## src/rtl/check_skid.sv

```systemverilog
// check_skid: bundle skid FIFO that decodes immediate, CSR and legal-format flags for each lane at the head
//
// Ports:
//   CLK, RST_N        clock, asynchronous active-low reset
//   FLUSH             synchronous flush; empties the FIFO at the next edge
//   STALL, MMU_WAIT   hold the head and block pops; pushes still proceed
//   IN_VALID/IN_READY upstream handshake for one whole bundle
//   PC, OPCODE, RD, RS1, RS2, RINST   upstream bundle, lane i at slice i
//   CHECK_*           head bundle, or a NOP bundle when the FIFO is empty
//   REJECT_CNT        saturating count of popped bundles with any illegal lane
module check_skid #(
   parameter int COP_NUMS = 1,
   parameter int PNUMS    = COP_NUMS + 1,
   parameter int DEPTH    = 2,
   parameter bit IMM_SEXT = 1'b0
) (
   input  logic                  CLK,
   input  logic                  RST_N,
   input  logic                  FLUSH,
   input  logic                  STALL,
   input  logic                  MMU_WAIT,
   input  logic                  IN_VALID,
   output logic                  IN_READY,
   input  logic [32*PNUMS-1:0]   PC,
   input  logic [17*PNUMS-1:0]   OPCODE,
   input  logic [5*PNUMS-1:0]    RD,
   input  logic [5*PNUMS-1:0]    RS1,
   input  logic [5*PNUMS-1:0]    RS2,
   input  logic [32*PNUMS-1:0]   RINST,
   output logic                  CHECK_VALID,
   output logic [PNUMS-1:0]      CHECK_ACCEPT,
   output logic [32*PNUMS-1:0]   CHECK_PC,
   output logic [17*PNUMS-1:0]   CHECK_OPCODE,
   output logic [5*PNUMS-1:0]    CHECK_RD,
   output logic [5*PNUMS-1:0]    CHECK_RS1,
   output logic [5*PNUMS-1:0]    CHECK_RS2,
   output logic [12*PNUMS-1:0]   CHECK_CSR,
   output logic [32*PNUMS-1:0]   CHECK_IMM,
   output logic [15:0]           REJECT_CNT
);
   localparam int AW = $clog2(DEPTH);
   localparam int W  = 96 * PNUMS;
   localparam logic [AW:0] FULL = (AW + 1)'(DEPTH);
   logic [W-1:0]    mem_q [DEPTH];
   logic [AW-1:0]   wr_q, wr_d, rd_q, rd_d;
   logic [AW:0]     cnt_q, cnt_d;
   logic [15:0]     rej_q, rej_d;
   logic            push, pop;
   logic [W-1:0]    head;
   logic [32*PNUMS-1:0] rinst;
   assign IN_READY    = cnt_q < FULL;
   assign CHECK_VALID = cnt_q != '0;
   assign REJECT_CNT  = rej_q;
   assign push = IN_VALID & IN_READY & ~FLUSH;
   assign pop  = CHECK_VALID & ~STALL & ~MMU_WAIT & ~FLUSH;
   // An empty FIFO presents all-zero fields with an addi x0,x0,0 in every lane
   assign head = CHECK_VALID ? mem_q[rd_q] : {{(64 * PNUMS){1'b0}}, {PNUMS{32'h0000_0013}}};
   assign {CHECK_PC, CHECK_OPCODE, CHECK_RD, CHECK_RS1, CHECK_RS2, rinst} = head;
   always_comb begin
      wr_d  = FLUSH ? '0 : wr_q + AW'(push);
      rd_d  = FLUSH ? '0 : rd_q + AW'(pop);
      cnt_d = FLUSH ? '0 : cnt_q + (AW + 1)'(push) - (AW + 1)'(pop);
      rej_d = (pop & ~&CHECK_ACCEPT & ~&rej_q) ? rej_q + 16'd1 : rej_q;
   end
   always_ff @(posedge CLK or negedge RST_N) begin
      if (!RST_N) begin
         wr_q  <= '0;
         rd_q  <= '0;
         cnt_q <= '0;
         rej_q <= '0;
      end else begin
         wr_q  <= wr_d;
         rd_q  <= rd_d;
         cnt_q <= cnt_d;
         rej_q <= rej_d;
      end
   end
   always_ff @(posedge CLK) begin
      if (push) mem_q[wr_q] <= {PC, OPCODE, RD, RS1, RS2, RINST};
   end
   for (genvar i = 0; i < PNUMS; i++) begin : g_lane
      logic [31:0] r;
      logic [6:0]  op;
      logic        s, is_r, is_i, is_s, is_b, is_u, is_j;
      assign r    = rinst[32*i +: 32];
      assign op   = r[6:0];
      assign s    = IMM_SEXT && r[31];
      assign is_r = op == 7'b0110011;
      assign is_i = op inside {7'b1100111, 7'b0000011, 7'b0010011, 7'b0001111, 7'b1110011};
      assign is_s = op == 7'b0100011;
      assign is_b = op == 7'b1100011;
      assign is_u = op inside {7'b0110111, 7'b0010111};
      assign is_j = op == 7'b1101111;
      // Legality comes from the opcode class, never from the immediate value
      assign CHECK_ACCEPT[i]       = is_r | is_i | is_s | is_b | is_u | is_j;
      assign CHECK_CSR[12*i +: 12] = r[31:20];
      assign CHECK_IMM[32*i +: 32] = is_r ? 32'd0 :
                                     is_i ? {{20{s}}, r[31:20]} :
                                     is_s ? {{20{s}}, r[31:25], r[11:7]} :
                                     is_b ? {{19{s}}, r[31], r[7], r[30:25], r[11:8], 1'b0} :
                                     is_u ? {r[31:12], 12'd0} :
                                     is_j ? {{11{s}}, r[31], r[19:12], r[20], r[30:21], 1'b0} :
                                            32'hFFFF_FFFF;
   end
endmodule

```

## config.mk

```make
export PLATFORM = sky130hd
export DESIGN_NAME = check_skid
export DESIGN_NICKNAME = d
export VERILOG_FILES = /design/src/rtl/check_skid.sv
export SDC_FILE = /design/constraint.sdc
export NUM_CORES = 1
export LEC_CHECK = 0
export CAP_MARGIN = 10
export CORE_MARGIN = 10
export CORE_UTILIZATION = 35
export CTS_BUF_LIST = sky130_fd_sc_hd__clkbuf_8
export CTS_CLUSTER_SIZE = 14
export DETAILED_ROUTE_END_ITERATION = 8
export GPL_TIMING_DRIVEN = 0
export SYNTH_ARGS = -nofsm -noshare
export SYNTH_HDL_FRONTEND = slang
export SYNTH_SLANG_ARGS = --single-unit
```

## constraint.sdc

```tcl
create_clock -name CLK -period 6.4 [get_ports CLK]
set_input_delay 1.28 -clock CLK [delete_from_list [all_inputs] [get_ports CLK]]
set_output_delay 1.28 -clock CLK [all_outputs]
set_load 0.01 [all_outputs]
```

==> results.txt <==
Vias - 11000
Worst Setup SP - rd_q
Ys Warns - 0
vias in the first global route - 11690
GRT Total Usage - 0.1728
total power - 6.742 mW
final hold vios - 0
drt wl/cell - 22.07 microns
R2R Setup Slk - 3.27 ns
Hold Buf Count CTS - 0
Avg Cell Area, Syn - 15.06 sq um
initial antenna violation count - 10
measured slew at the worst slew-check pin - 1.148 ns
r2r startpoint - rd_q
Mapped Nets - 1297
Detailed Route WL - 49.98 mm
Post-CTS Repair Setup Buffers - 0
distinct cell type count after synthesis - 51
Root Buffer - clkbuf_8
final instance area - 23010 sq um
TritonRoute pass-1 iters - 5
Cell Area, Synth - 16480 sq um
Gates resized, CTS repair - 0
largest net degree at the start of global routing - 56
FMAX - 0.1809 GHz
Crit Path Category - reg -> out
hpwl dp - 36.71 mm
worst-skew pair later-pin latency - 0.63 ns
Hold Crit Start - REJECT_CNT[10]
period utilisation layout - 0.8638
hold depth - 1
core box area - 46560 sq um
Min-Delay Path Class - reg -> reg
placement row count - 79
Setup TNS - 0 ns
Layout fillers - 4150
Num CTS Buffers - 71
Slew HR - 0.2317
Max VDD drop - 0.1546 mV
post-synthesis register bit count - 404
clk sink count - 404
global route total overflow - 0
Setup WS post-layout - 0.8720 ns
placed cell areas - 21760 sq um
final setup fails - 0
post-place setup slack - 1.341 ns
Worst EP arrival - 4.25 ns
starting density of the core - 0.3540
Worst Setup End Kind - primary output
ys async rst share - 0.04950
htree depth - 3
die width - 237.0 microns
LEAKAGE - 7.842 nW
CTS tree - done
Mapped Cells - 1094
startpoint type of the worst setup path - register
layout cell share with drive strength beyond 1 - 0.1028
DRC viols - 0
Die Footprint - 56160 sq um
drt via density - 4.858
Max-cap violations - 0
IO Pins - 434
RSZ-0062 raised after global routing - false
synth-to-layout area growth - 39.66%
sequential area share after synthesis - 0.7301
Top FF cell, synth - edfxtp_1
antenna viol nets, final - 0
R2R depth - 11
Worst-path clk slew - 0.06 ns
Worst R2R End - REJECT_CNT[10]
GPL Wtd Cong - 0.8566
Final Max Tran Viols - 0
Nets - 1809
post-route minimum period - 5.528 ns
worst-path maximum fanout - 10
Fin Hold WS - 0.4819 ns
PortBufs - 433
Final Skew - 0.02086 ns
CP required - 5.12 ns
die height - 237.0 microns
clk buf depth - 3
first-pass GRT wire length - 73.64 mm
Hold Path End - REJECT_CNT[10]
DR iter-0 viols - 733
outcome - finished, final reports clean
pwr/cell area - 292.9 nW/um^2
EDFF count, synth - 384
==> synth_stat cells (14+ instances only) <==
cell type	n	area, sq um
inv_1	30	112.6
nor3_1	19	95.09
nor2_1	159	596.8
clkbuf_1	21	78.83
a21oi_1	55	275.3
nand2_1	60	225.2
edfxtp_1	384	11530
nand3_1	16	80.08
buf_2	22	110.1
xor2_1	14	122.6
mux2i_1	152	1521
dfrtp_1	20	500.5
mux2_2	36	405.4
==> final cells by class <==
class                           count  area [sq um]  area share
Timing Repair Buffer              439          4499      0.1955
Buffer                             53         245.2     0.01066
Multi-Input combinational cell    606          4111      0.1786
Sequential cell                   404         12030      0.5228
Clock inverter                     46         220.2    0.009568
Antenna cell                        5         12.51   0.0005437
Inverter                           31         116.4    0.005056
Clock buffer                       74          1018     0.04425
Tap cell                          607         759.5     0.03300
==> stage by stage <==
stage | utilization | cells
finish | 0.4943 | 2265
global route | 0.4942 | 2262
CTS | 0.4941 | 2260
detailed placement | 0.4675 | 2140
global placement | 0.4634 | 2134
floorplan | - | 1094
==> kinds of logic (layout without fill, tap and decap cells) <==
logic type	count (synthesis)	count (layout)	share of synthesized area
DFF	404	404	0.7301
AOI/OAI and AO/OA	102	102	0.04085
other	0	5	0
adders and majority gates	5	5	0.003796
xor gates and xnor gates	17	17	0.009035
buffers and inverters	84	643	0.02194
muxes	190	190	0.1185
and+or+nand+nor	292	292	0.07577
==> worst max-delay path by stage <==
stage                          endpoint  slack [ns]  cells past startpoint
after floorplan             mem_q[1][0]       -0.12                      4
after global placement    mem_q[0][110]       -3.92                      5
after detailed placement  CHECK_IMM[12]        1.34                     10
after CTS                 CHECK_IMM[12]        0.61                     10
after global routing      CHECK_IMM[12]        0.53                     10
final                      CHECK_RS2[8]        0.87                      9
==> worst max-delay path, cell delays in order, from the launching register on <==
cell and delay (ns):
dfrtp_1 0.34, buf_6 0.13, buf_2 0.20, buf_2 0.34
buf_1 0.49, clkbuf_1 0.70, buf_2 0.45, mux2i_1 0.14
nor2_1 0.21, clkdlybuf4s50_1 0.60
==> report_power, final <==
part	switching, mW	leakage [nW]	internal [mW]
Sequential	0.0342	3.80	3.02
Combinational	0.796	3.33	0.747
Clock	1.04	0.712	1.10
Total	1.87	7.84	4.88
==> placed cells by master (no fill, tap or decap), drive strengths merged, types with 21 or more instances in the layout <==
master	synthesis	routed
nor2	161	161
clkinv	0	21
buf	32	38
inv	31	53
nand2	60	60
mux2i	152	152
clkdlybuf4s50	0	433
a21oi	55	55
edfxtp	384	384
mux2	38	38
clkbuf	21	95
==> flip-flops by register name, summed over array words and instances (netlist names) <==
register / cells
REJECT_CNT: 16
wr_q: 1
rd_q: 1
cnt_q: 2
mem_q: 384
==> per-layer routing <==
metal / vias to the layer above / GRT usage / share of wire
met5: - / 0 / 0.00092
met4: 8 / 0.06794 / 0.026
met3: 80 / 0.07618 / 0.10
met2: 447 / 0.2820 / 0.48
met1: 5345 / 0.1954 / 0.39
li1: 5123 / - / -
(Power assumes the default switching activity.)
